### config.mk
export PLATFORM = sky130hd
export DESIGN_NAME = unpacked_mx_flush_fifo
export DESIGN_NICKNAME = d
export VERILOG_FILES = /design/src/rtl/unpacked_mx_flush_fifo.sv
export SDC_FILE = /design/constraint.sdc
export NUM_CORES = 1
export LEC_CHECK = 0
export BUFFER_PORTS_ARGS = -buffer_cell sky130_fd_sc_hd__buf_2
export CAP_MARGIN = 30
export CORE_ASPECT_RATIO = 2
export CORE_MARGIN = 2
export CORE_UTILIZATION = 30
export DETAILED_ROUTE_END_ITERATION = 7
export GPL_ROUTABILITY_DRIVEN = 0
export GPL_TIMING_DRIVEN = 0
export PLACE_DENSITY_LB_ADDON = 0.3
export SLEW_MARGIN = 20
export SYNTH_ARGS = -nofsm -noshare
export SYNTH_HDL_FRONTEND = slang
export SYNTH_SLANG_ARGS = --single-unit
export TNS_END_PERCENT = 50
### constraint.sdc
create_clock -name clk -period 9.4 [get_ports clk]
set_input_delay 1.88 -clock clk [delete_from_list [all_inputs] [get_ports clk]]
set_output_delay 1.88 -clock clk [all_outputs]
set_load 0.02 [all_outputs]
### src/rtl/unpacked_mx_flush_fifo.sv
// unpacked_mx_flush_fifo: FIFO of atomic (mantissa block, shared exponent) entries with synchronous flush.
// Define UNPACKED_MX_FIFO_BYPASS_EN for a same-cycle empty-FIFO bypass.
module unpacked_mx_flush_fifo #(
  parameter int DEPTH = 8,
  parameter int MAN_WIDTH = 8,
  parameter int EXP_WIDTH = 8,
  parameter int IN_SIZE = 8,
  parameter int AF_THRESH = DEPTH - 2,
  localparam int CW = $clog2(DEPTH + 1),
  localparam int AW = $clog2(DEPTH)
) (
  input  logic                 clk,
  input  logic                 rst,
  input  logic [MAN_WIDTH-1:0] mdata_in [IN_SIZE],
  input  logic [EXP_WIDTH-1:0] edata_in,
  input  logic                 data_in_valid,
  output logic                 data_in_ready,
  output logic [MAN_WIDTH-1:0] mdata_out [IN_SIZE],
  output logic [EXP_WIDTH-1:0] edata_out,
  output logic                 data_out_valid,
  input  logic                 data_out_ready,
  input  logic                 flush,
  output logic [CW-1:0]        count,
  output logic                 almost_full,
  output logic                 empty,
  output logic                 full
);
  logic [MAN_WIDTH-1:0] man_q [DEPTH][IN_SIZE];
  logic [EXP_WIDTH-1:0] exp_q [DEPTH];
  logic [AW-1:0] wr_ptr_q, wr_ptr_d, rd_ptr_q, rd_ptr_d;
  logic [CW-1:0] count_q, count_d;
  logic push, pop, bypass;
  always_comb begin
    count = count_q;
    empty = count_q == '0;
    full = count_q == CW'(DEPTH);
    almost_full = count_q >= CW'(AF_THRESH);
`ifdef UNPACKED_MX_FIFO_BYPASS_EN
    bypass = rst && empty && data_in_valid && data_out_ready && !flush;
`else
    bypass = 1'b0;
`endif
    // rst gates ready so the port reads 0 for the whole time reset is held
    data_in_ready = rst && !full;
    data_out_valid = !empty || bypass;
    push = data_in_valid && data_in_ready && !flush && !bypass;
    pop = !empty && data_out_ready && !flush;
    wr_ptr_d = flush ? '0 : wr_ptr_q + AW'(push);
    rd_ptr_d = flush ? '0 : rd_ptr_q + AW'(pop);
    count_d = flush ? '0 : count_q + CW'(push) - CW'(pop);
    edata_out = bypass ? edata_in : data_out_valid ? exp_q[rd_ptr_q] : '0;
    for (int i = 0; i < IN_SIZE; i++)
      mdata_out[i] = bypass ? mdata_in[i] : data_out_valid ? man_q[rd_ptr_q][i] : '0;
  end
  always_ff @(posedge clk or negedge rst) begin
    if (!rst) begin
      wr_ptr_q <= '0;
      rd_ptr_q <= '0;
      count_q <= '0;
    end else begin
      wr_ptr_q <= wr_ptr_d;
      rd_ptr_q <= rd_ptr_d;
      count_q <= count_d;
    end
  end
  // storage is deliberately not reset; occupancy alone decides what is visible
  always_ff @(posedge clk) begin
    if (push) begin
      man_q[wr_ptr_q] <= mdata_in;
      exp_q[wr_ptr_q] <= edata_in;
    end
  end
endmodule
Word level (Yosys, flattened, before mapping)
Memories as Yosys holds them, arrays and structs flattened.
Cells that the tools add are included.
{ "classes": {"bitwise_logic": 0, "multipliers": 0, "eq_ne": 1, "magnitude_cmp": 1, "div_mod_pow": 0, "n_mux": 14, "addsub": 4, "shift": 0, "reduce_logical": 9} }
{ "op_table": {"columns": ["cell", "n"], "rows": [
  ["$mux 8", 9],
  ["$add 3x1->3", 2],
  ["$mux 3", 2],
  ["$logic_and 1x1->1", 5],
  ["$add 4x1->4", 1],
  ["$eq 4x4->1 const B", 1],
  ["$ge 4x3->1 const B", 1],
  ["$logic_not 4->1", 1],
  ["$mux 4", 1],
  ["$sub 4x1->4", 1],
  ["$logic_not 1->1", 3],
  ["$mux 1", 2]
]} }
{ "word_totals": {"latchBits": 0, "n_memories": 2, "word_cells": 34, "out_inout_bits": 81, "inputBits": 77, "rom_bits": 0, "regBits": 10, "ram_bits": 576} }
{ "mem_list": {"columns": ["memory", "depth", "width", "rd", "rd_clocked_by_memory_dff", "wr", "line", "rtl"], "rows": [
  ["man_q", 8, 64, 1, 0, 1, "28", "logic [MAN_WIDTH-1:0] man_q [DEPTH][IN_SIZE];"],
  ["exp_q", 8, 8, 1, 0, 1, "29", "logic [EXP_WIDTH-1:0] exp_q [DEPTH];"]
]} }

Longest topological paths before layout
Gate-level depths: netlist of run 1.
{ "depth": {"ltp_word": 8, "mapped_depth": 10, "ltp_nobuf": 10} }

Least setup slack after synthesis of run 1
Ideal clock, no wire load.
{ "synth_timing": {"path_type": "input-to-reg", "start": "input data_in_valid", "end": "memory exp_q[0][0], enable pin", "setup_ps": 680, "slack_ps": -325, "t_arrival_ps": 9046, "stages": 3, "path_cell_list": "nor2b_1 -> nand3_1 -> nor4_1"} }
{ "synth_between": {"elab_chain_len": 4} }
{ "synth_lines": {"columns": ["element", "line", "rtl"], "rows": [
  ["from (decl)", "16", "input logic data_in_valid,"],
  ["$logic_and 1x1->1 (2 in a row)", "46", "push = data_in_valid && data_in_ready && !flush && !bypass;"],
  ["$mux 1", "68", "if (push) begin"],
  ["$mux 1 (not written as such)", "70", "exp_q[wr_ptr_q] <= edata_in;"],
  ["to (decl)", "29", null]
]} }
No other way between the ends.

==> results of run 1 <==
## power by group
part | switching (mW) | leakage [nW] | total, mW | internal, mW
Clock | 0.946 | 0.882 | 2.24 | 1.29
Sequential | 0.0139 | 5.32 | 2.91 | 2.90
Combinational | 0.745 | 2.67 | 1.23 | 0.487
## placed cells by master, fill, tap and decap left out, types with 6 or more instances in the layout
cell         n
mux4_2     130
edfxtp_1   576
buf_4       47
buf_6       16
ha_1        11
nor2b_1      9
clkinv_1     9
mux4_1      14
buf_2      166
bufinv_16    6
buf_12      10
a22o_1      72
clkbuf_16   57
clkbuf_1    40
clkinv_2     8
inv_1        8
buf_16      11
dfrtp_1     10
## worst max-delay path, delay by kind of cell (launching register included)
kind,cells,cell delay (ns)
AO/OA/AOI/OAI,1,0.34
adder cells (fa/ha/maj),1,0.20
buffers and inverters,4,1.62
flip-flops,1,0.38
AND/OR/NAND/NOR,2,0.32
## registers in the layout, indices dropped and copies added, names as in the netlist
signal / cells
rd_ptr_q: 3
count: 4
wr_ptr_q: 3
man_q: 512
exp_q: 64
## final cells by class
class,instances,area (sq um)
Clock buffer,75,1510
Inverter,8,30.0
Multi-Input combinational cell,267,4380
Clock inverter,26,288
Antenna cell,1,2.50
Fill cell,6667,46700
Sequential cell,586,17500
Timing Repair Buffer,227,1630
Buffer,48,339
Tap cell,929,1160
## cells by family after synthesis
family | Yosys count
compound gates | 74
mux | 145
simple gates | 33
fa+ha+maj | 12
xor+xnor | 3
flops | 586
buf+inv | 56
## worst max-delay path by stage
stage | startpoint | end | depth (start not counted)
6_report | count[2] | mdata_out[23] | 8
5_1_grt | count[2] | mdata_out[55] | 8
4_1_cts | count[2] | mdata_out[55] | 8
3_5_place_dp | count[2] | mdata_out[55] | 8
3_3_place_gp | rst | man_q[6][32] | 3
2_1_floorplan | data_in_valid | exp_q[2][0] | 3
## cells in the mapped netlist, drive strengths merged, types with 3 or more instances
cell	instances	share of area, %
clkbuf	24	0.41
a22o	72	2.8
nand2	3	0.051
mux4	144	15
ha	11	0.62
nor3	4	0.090
xnor2	3	0.12
buf	24	1.1
nor2	8	0.14
edfxtp	576	78
dfrtp	10	1.1
nor2b	9	0.25
inv	8	0.14
## metal layers
layer  track usage, %  up-vias  part of all wire, %
li1                 -     4505                    -
met1             17.0     5580                   40
met2             24.6      253                   52
met3             3.30       89                  5.8
met4             3.87       22                  2.2
met5                0        -                 0.26
## through the flow
stage	power, mW	TNS (ns)	util (%)	cells
after floorplan	3.76	0	-	909
after global placement	4.24	-1509.10	32.9	1995
after detailed placement	4.25	0	34.1	2065
after CTS	6.49	0	36.6	2166
after global routing	6.63	0	36.6	2166
final	6.38	0	36.6	2167
==> impl_results.md, run 1 <==
* Cell count of the worst reg-to-reg path at 9
* Critical-path top delay cell: clkbuf_1
* Main combinational cell family by area after synthesis: multiplexers
* Final WL at 53.1 mm
* R2r endpoint: man_q[6][36]
* Hold Path Stages at 2
* Resized cells post-CTS at 0
* Root Buffer: clkbuf_16
* Worst hold path type: flop to flop
* Post-synth EDFFs at 576
* Final hold violations at 0
* Synth Cell Area at ~22000 sq um
* Worst slew pin tran at 0.910 ns
* Initial DRT Pass Iterations at 4
* Detail Placement HPWL at 36.3 mm
* Worst skew pair latency at 0.60 ns
* GRT Overall Usage at roughly 14%
* Worst IR drop on VDD at 0.164 mV
* PD cells at 237 nW/um^2
* Slowest cell delay on critical path at 0.69 ns
* Vias in the first global route at 11232
* Netlist cell types at 29
* Final period util at between 50% and 60%
* FFs w/ async S/R, synth at 1.71%
* Outcome: completed
* Peak Freq at about 190 MHz
* Adder-Cell Fraction of Synth Area at less than 1%
* H-tree lvl count at 2
* Setup ws final at 4.05 ns
* FP Rows at between 100 and 150
* Clock Pin Slew Worst Setup and Hold Paths at 0.06 ns
* Syn-to-layout area delta at 21.0%
* CP max FO at 10
* Mux share of post-synthesis cell area at 14.9%
* DRC viols at 0
* Antenna-violating nets left at 0
* CP Data Required Time at 7.52 ns
* Via count at roughly 10000
* Top_reg_cell synth: edfxtp_1
* Hold_buf cts at 0
* Setup WS pre-CTS at 4.58 ns
* Most numerous cell on the critical path: clkbuf_1
* Clock sinks at just under 600
* Critical R2R Launch: count[2]
* I/O Buffers at 157
* Clk_skew at 0.0195 ns
* Post-Synthesis Cells at roughly 910
* Fin. max-slew vios at 0
* Cts bufs inserted at 54
* Die Span Y at 389 um
* Fin nets at 1281
* I/O pins at approximately 160
* Largest net degree at the start of global routing at 19
* Hold_sp: rd_ptr_q[2]
* Via density at 4.82
* CTS tree: built
* Leakage at roughly 8.9 nW
* Placement Cell Area at 25100 sq um
* Post-DR wirelength/cell at 24.5 um
* Syn Nets at 998
* Hold_ws at approximately 0.57 ns
* Ys Warns at 0
* Critical Setup Path Class: flop to output port
* Final Instance Area at 26900 sq um
* Arr. time, crit path at 3.47 ns
* Syn Area/Cell at around 24 sq um
* Initial Util at a little under a third
* Register area share after synthesis at approximately 79%
* Worst path cell trace: inv_1 -> ha_1 -> nor3b_2 -> nor2b_1 -> clkbuf_1 -> clkbuf_1 -> a22o_1 -> buf_2
* Slew HR at 39.3%
* Initial antenna violation count at 16
* R2r setup slk at between 6 and 7 ns
* Critical path endpoint category: output port
* Synth Area in XOR/XNOR at 0.118%
* Overflow after GRT at 0
* Final min period at approximately 5.3 ns
* DIE WIDTH at 196 um
* Layout cell share with drive strength beyond 1 at 37.9%
* Unrepaired setup endpoints after global routing: false
* First-pass GRT wire length at slightly below 80 mm
* Post-CTS Setup Bufs at 0
* DIE AREA at 76400 sq um
* Hold Path End: rd_ptr_q[2]
* Setup crit start kind: flop
* Compound-cell area share of the yosys netlist at under 10%
* CTS Buffer Depth at 3
* Finish-stage setup viols at 0
* Yosys reg bits at 586
* # Max-Cap Violations at 0
* Core Region at 73600 sq um
* Post-synthesis simple-gate area fraction at 0.822%
* Initial DRC count at 739
Note: power is estimated with default switching activity, not from simulation.
==> inputs of run 2 (changes only) <==
Settings changed: ABC_AREA set to 1.
Clock period 9.4 ns to 4.4 ns, I/O delays scaled along.
==> run 2 against run 1 <==
Effect of this change:
- non-clock buffer count increased by 59
- routed wire length up 28%
- via count increased by 69%
- synthesized area is 16% higher
- count of clock-buffer cells in the layout down 5
==> impl_results.md, run 2 <==
* Via density at 4.43 (-8.2%)
* Largest net degree at the start of global routing at 15 (-4)
* Worst IR drop on VDD at 0.397 mV (+140%)
* Critical path endpoint category: output port
* Syn Nets at 2666 (+170%)
* Vias in the first global route at 16839 (+50%)
* Yosys top cell by area: edfxtp_1
* Final min period at 3.95 ns
* DRC viols at 0 (unchanged)
* Top post-synthesis cells by area: edfxtp_1 67%, nand2_1 11%, inv_1 8.7%, nand3_1 7.1%, nor2_1 2.2%
* Initial DRC count at 1506 (+100%)
* # Max-Cap Violations at 0 (unchanged)
* Fin. max-slew vios at 0 (unchanged)
* Post-CTS Setup Bufs at 0 (unchanged)
* Synth top cells by count: 729 x nand2_1, 596 x inv_1, 576 x edfxtp_1
* Overflow after GRT at 0 (unchanged)
* R2r endpoint: man_q[2][37]
* Placed Instances at 3869 (+87%)
* Cell count of the worst reg-to-reg path at 10 (+1)
* Cts bufs inserted at 59 (+9.3%)
* Setup crit start kind: flop
* Ys Warns at 0 (unchanged)
* Fillers at 8432 (+26%)
* CP max FO at 10 (unchanged)
* Synth Area in XOR/XNOR at 0.0681% (-0.050 points)
* I/O pins at 158 (unchanged)
* Switching power at 4.67 mW (+170%)
* Buffers & Inverters on Critical Path at 4 (unchanged)
* CTS Buffer Depth at 3 (unchanged)
* Sw Share at 32.5% (+5.8 points)
* Finish-stage setup viols at 0 (unchanged)
* Fin nets at 2942 (+130%)
* Syn Area/Cell at 9.99 sq um (-59%)
* Via count at 17617 (+69%)
* Top-count cell post-synth: nand2_1
* Placement Cell Area at 28800 sq um (+15%)
* Initial Util at 30.1% (-0.082 points)
* Clock sinks at 586 (unchanged)
* Register area share after synthesis at 68.2% (-11 points)
* Peak Freq at 253 MHz
* Clock Pin Slew Worst Setup and Hold Paths at 0.06 ns (about the same)
* Hold_ws at 0.130 ns (-0.444 ns)
* Synth Cell Area at 25700 sq um (+16%)
* Root Buffer: clkbuf_16
* Internal Power at 9.70 mW (+110%)
* Critical-path top delay cell: buf_1
* Worst hold path type: primary input to asynchronous set/reset pin
* Compound-cell area share of the yosys netlist at 0.0778% (-2.8 points)
* Final Util at 35.8% (-0.72 points)
* FFs w/ async S/R, synth at 1.71% (unchanged)
* Initial DRT Pass Iterations at 5 (+1)
* H-tree lvl count at 2 (unchanged)
* Mux share of post-synthesis cell area at 0% (-15 points)
* Arr. time, crit path at 3.07 ns (-0.40 ns)
* CTS tree: built
* Post-Synthesis Cells at 2577 (+180%)
* Detail Placement HPWL at 45.9 mm (+26%)
* Final hold violations at 0 (unchanged)
* DIE WIDTH at 211 um (+7.4%)
* Slew HR at 44.7% (+5.4 points)
* R2r setup slk at 1.38 ns (-4.84 ns)
* Fin cells at 3978 (+84%)
* First-pass GRT wire length at 103 mm (+33%)
* Worst skew pair latency at 0.62 ns (+0.02 ns)
* Layout cell share with drive strength beyond 1 at 12.9% (-25 points)
* GRT Overall Usage at 15.5% (+1.6 points)
* Largest register by flop count: man_q
* CP delay by family, top: buffers and inverters
* Initial antenna violation count at 17 (+1)
* Largest register FFs at 512 (unchanged)
* Critical R2R Launch: count[2]
* Leakage at 13.7 nW (+55%)
* Critical Setup Path Class: flop to output port
* FP Rows at 152 (+7.8%)
* Adder-Cell Fraction of Synth Area at 0.613% (-0.097 points)
* Slowest cell delay on critical path at 0.56 ns (-0.13 ns)
* I/O Buffers at 156 (-0.64%)
* Post-synth EDFFs at 576 (unchanged)
* Antenna-violating nets left at 0 (unchanged)
* Core Region at 85400 sq um (+16%)
* Worst path cell trace: inv_1 -> ha_1 -> nand3_1 -> buf_2 -> buf_1 -> nand2_1 -> nor2_1 -> buf_2
* Power share of the combinational group at 24.4% (+5.1 points)
* Most numerous cell on the critical path: buf_2
* Commonest non-fill, non-tap cell in the layout: nand2_1
* Final period util at 89.7%
* CP Data Required Time at 3.52 ns (-4.00 ns)
* Outcome: completed
* Commonest cells after routing, fill and taps aside: 729 x nand2_1, 596 x inv_1, 576 x edfxtp_1
* Final Instance Area at 30600 sq um (+14%)
* Post-DR wirelength/cell at 17.1 um (-30%)
* Top_reg_cell synth: edfxtp_1
* DIE AREA at 88300 sq um (+16%)
* Sequential Power Share at 43.3% (-2.3 points)
* Yosys reg bits at 586 (unchanged)
* Final WL at 68.2 mm (+28%)
* Post-synthesis simple-gate area fraction at 20.1% (+19 points)
* PD cells at 470 nW/um^2 (+98%)
* Resized cells post-CTS at 0 (unchanged)
* Worst slew pin tran at 0.829 ns (-0.0812 ns)
* Post-synth top area share at 67.2% (-11 points)
* Syn-to-layout area delta at 18.9%
* Unrepaired setup endpoints after global routing: false
* Netlist cell types at 20 (-31%)
* Die Span Y at 418 um (+7.5%)
* Main combinational cell family by area after synthesis: simple AND/OR/NAND/NOR gates
* Hold_buf cts at 0 (unchanged)
* Clk_skew at 0.0147 ns (-0.00481 ns)
* Clock Power Share at 32.3% (-2.8 points)
run 2: changes by cell type after synthesis, moves of 14 or more:
cell,delta
nand3_1,+363
a22o_1,-72
buf_1,+16
nor2_1,+146
nand2_1,+726
mux4_2,-130
mux4_1,-14
buf_2,+57
inv_1,+588
run 2: cell families (layout without fill, tap and decap cells):
family                   after synthesis  count (layout)
AND/OR/NAND/NOR                     1256            1256
buffers and inverters                717            1039
flip-flops                           586             586
adder cells (fa/ha/maj)               12              12
AO/OA/AOI/OAI                          4               4
XOR/XNOR                               2               2
other                                  0               1
run 2: worst max path at each step:
stage | startpoint | slack, ns | end | depth (start not counted)
3_3_place_gp | flush | -3.65 | man_q[0][25] | 4
5_1_grt | count[2] | 0.34 | edata_out[5] | 8
2_1_floorplan | flush | -0.49 | exp_q[1][0] | 4
3_5_place_dp | flush | 0.42 | man_q[2][27] | 8
4_1_cts | count[2] | 0.48 | edata_out[4] | 8
6_report | count[2] | 0.45 | edata_out[3] | 8
run 2: final cells by class:
type	count	area [sq um]	area share (%)
repair buffers	215	1680	5.47
flip-flops and latches	586	17500	57.3
inverters	598	2250	7.35
multi-input cells	1274	5470	17.9
diodes	1	2.50	0.00818
clock inverters	37	188	0.613
clock buffers	70	1560	5.10
plain buffers	119	563	1.84
well taps	1078	1350	4.41
run 2: per-stage QoR:
step	setup WS [ns]	TNS (ns)	total power, mW
after floorplan	-0.488	-281.29	8.41
after global placement	-3.65	-2021.42	9.81
after detailed placement	0.419	0	9.86
after CTS	0.476	0	14.5
after global routing	0.338	0	15.0
final	0.452	0	14.4
run 2: per-layer routing:
| metal | wire length, um | GRT usage, % | part of all wire (%) | vias up |
|---|---|---|---|---|
| met3 | 5780 | 3.64 | 8.5 | 145 |
| met2 | 30800 | 24.4 | 45 | 601 |
| li1 | - | - | - | 8630 |
| met4 | 1730 | 4.24 | 2.5 | 30 |
| met1 | 29700 | 21.5 | 44 | 8211 |
| met5 | 187 | 0 | 0.27 | - |
run 2: worst register-to-register path, delay by kind of cell, from the launching register on:
| kind | cells | cell delay, ns |
|---|---|---|
| buffers and inverters | 6 | 1.17 |
| AND/OR/NAND/NOR | 3 | 0.96 |
| flip-flops | 1 | 0.38 |
| adder cells (fa/ha/maj) | 1 | 0.21 |
run 2: power groups by stage:
stage / Combinational [mW] / Sequential, mW / Clock [mW]
after global placement: 3.45 / 6.35 / 0
final: 3.51 / 6.23 / 4.64
after global routing: 3.85 / 6.23 / 4.96
after detailed placement: 3.51 / 6.34 / 0
after CTS: 3.52 / 6.23 / 4.74
after floorplan: 2.05 / 6.36 / 0
==> inputs of run 3 (changes only) <==
Settings changed: CORE_UTILIZATION 30 to 40.
==> run 3 against run 2 <==
Effect of this change:
- routed wire length up 2.9%
- die area is 25% lower
- clock power is 3% lower
- sequential share of layout area rose by 1.1 points
- global-route usage increased by 5.3 points
- design area is 1.9% lower
- critical path depth fell by 3
- count of clock-buffer cells in the layout decreased by 13
- maximum frequency increased by 2.0%
- clock skew is 0.0092 ns higher
- setup slack better by 0.078 ns
- critical endpoint is now mdata_out[37]
==> impl_results.md, run 3 (same netlist as run 2, synthesis figures left out) <==
* Outcome: completed
* Via density at 4.97 (+12%)
* Final period util at 87.9% (-1.8 points)
* Hold_buf cts at 0 (unchanged)
* Largest register FFs at 512 (unchanged)
* Fin nets at 2923 (-0.65%)
* Final WL at 70.2 mm (+2.9%)
* Commonest non-fill, non-tap cell in the layout: nand2_1
* Initial DRT Pass Iterations at 6 (+1)
* Core Region at 63800 sq um (-25%)
* Setup crit start kind: flop
* Largest register by flop count: man_q
* Final min period at 3.87 ns (-0.0778 ns)
* CP max FO at 10 (unchanged)
* Worst slew pin tran at 0.958 ns (+0.129 ns)
* CTS Buffer Depth at 3 (unchanged)
* Arr. time, crit path at 2.99 ns (-0.08 ns)
* Resized cells post-CTS at 0 (unchanged)
* First-pass GRT wire length at 104 mm (+1.3%)
* Multi-input logic area at 5470 sq um (unchanged)
* Antenna-violating nets left at 0 (unchanged)
* Finish-stage setup viols at 0 (unchanged)
* Final hold violations at 0 (unchanged)
* Clock Pin Slew Worst Setup and Hold Paths at 0.07 ns (about the same)
* Setup WS pre-CTS at 0.488 ns (+0.0690 ns)
* Layout cell share with drive strength beyond 1 at 12.5% (-0.41 points)
* I/O Buffers at 156 (unchanged)
* PD cells at 474 nW/um^2 (+0.86%)
* Largest net degree at the start of global routing at 17 (+2)
* Vias in the first global route at 18292 (+8.6%)
* Fillers at 5637 (-33%)
* DRC viols at 0 (unchanged)
* Detail Placement HPWL at 49.0 mm (+6.6%)
* Worst skew pair latency at 0.60 ns (-0.02 ns)
* Worst hold path type: primary input to asynchronous set/reset pin
* Critical path endpoint category: output port
* H-tree lvl count at 2 (unchanged)
* FP Rows at 131 (-14%)
* I/O pins at 158 (unchanged)
* Critical Setup Path Class: flop to output port
* Slew HR at 36.1% (-8.6 points)
* Commonest cells after routing, fill and taps aside: 729 x nand2_1, 596 x inv_1, 576 x edfxtp_1
* Initial DRC count at 1369 (-9.1%)
* Initial Util at 40.4% (+10 points)
* DIE AREA at 66500 sq um (-25%)
* Via count at 18259 (+3.6%)
* Fin. max-slew vios at 0 (unchanged)
* Overflow after GRT at 0 (unchanged)
* Storage cell area at 17500 sq um (unchanged)
* Post-CTS Setup Bufs at 0 (unchanged)
* Post-DR wirelength/cell at 19.1 um (+11%)
* Worst IR drop on VDD at 0.493 mV (+24%)
* Unrepaired setup endpoints after global routing: false
* GRT Overall Usage at 20.8% (+5.3 points)
* Root Buffer: clkbuf_16
* Leakage at 13.6 nW (-0.93%)
* Syn-to-layout area delta at 16.6%
* # Max-Cap Violations at 0 (unchanged)
* CTS tree: built
* Initial antenna violation count at 11 (-6)
* Die Span Y at 363 um (-13%)
* Clk_skew at 0.0239 ns (+0.00924 ns)
* Setup ws final at 0.530 ns (+0.0778 ns)
* DIE WIDTH at 183 um (-13%)
* CP Data Required Time at 3.52 ns (about the same)
* Power Total at 14.2 mW (-1.1%)
* Peak Freq at 258 MHz (+2.0%)
* Clock sinks at 586 (unchanged)
* Cts bufs inserted at 50 (-15%)
run 3: cell count changes in the layout (fill, tap and decap cells not counted), sizes merged:
cell    change
diode       +1
clkinv     -10
buf        -10
inv         +2
clkbuf     -13
bufinv      +5
run 3: area by class of cell:
type	count	share of cell area (%)
Sequential cell	586	58.5
Multi-Input combinational cell	1274	18.2
Inverter	598	7.49
Timing Repair Buffer	205	5.20
Clock buffer	57	4.33
Tap cell	798	3.33
Buffer	119	1.88
Clock inverter	34	1.07
Antenna cell	2	0.0167
run 3: layer usage:
| layer | track usage (%) | wire (um) | vias to the layer above |
|---|---|---|---|
| met4 | 9.24 | 2840 | 10 |
| li1 | - | - | 8574 |
| met5 | 0 | 55 | - |
| met2 | 38.9 | 37300 | 655 |
| met1 | 23.3 | 26100 | 8826 |
| met3 | 2.99 | 3830 | 194 |
run 3: final timing paths:
path / endpoint / from / slack [ns] / cells past startpoint
max: mdata_out[37] / rd_ptr_q[2] / 0.53 / 5
min: count[0] / rst / 0.17 / 1
max reg2reg: man_q[5][16] / count[2] / 1.21 / 9
min reg2reg: rd_ptr_q[2] / rd_ptr_q[1] / 0.62 / 2
max in group asynchronous: wr_ptr_q[2] / rst / 4.01 / 1
min in group clk: man_q[2][54] / mdata_in[54] / 0.56 / 1
run 3: where the power goes:
group	leakage, nW	internal, mW	switching [mW]
combinational	7.47	0.940	2.57
clock	0.793	2.47	2.01
sequential	5.32	6.20	0.0271
run 3: per-stage QoR:
stage	instance area [sq um]	hold slack (ns)	utilization, %	setup TNS, ns	instances
floorplan	25800	0.550	-	-281.29	2577
global placement	27600	0.571	43.2	-1957.86	3531
detailed placement	28400	0.613	44.5	0	3579
CTS	30000	0.143	47.0	0	3670
global route	30000	0.175	47.1	0	3672
finish	30000	0.169	47.1	0	3673
run 3: worst max-delay path: stages (launching register included):
cell,delay [ns]
dfrtp_1,0.35
clkbuf_1,0.72
clkbuf_1,0.60
nor2_1,0.12
nor2_1,0.36
buf_2,0.24
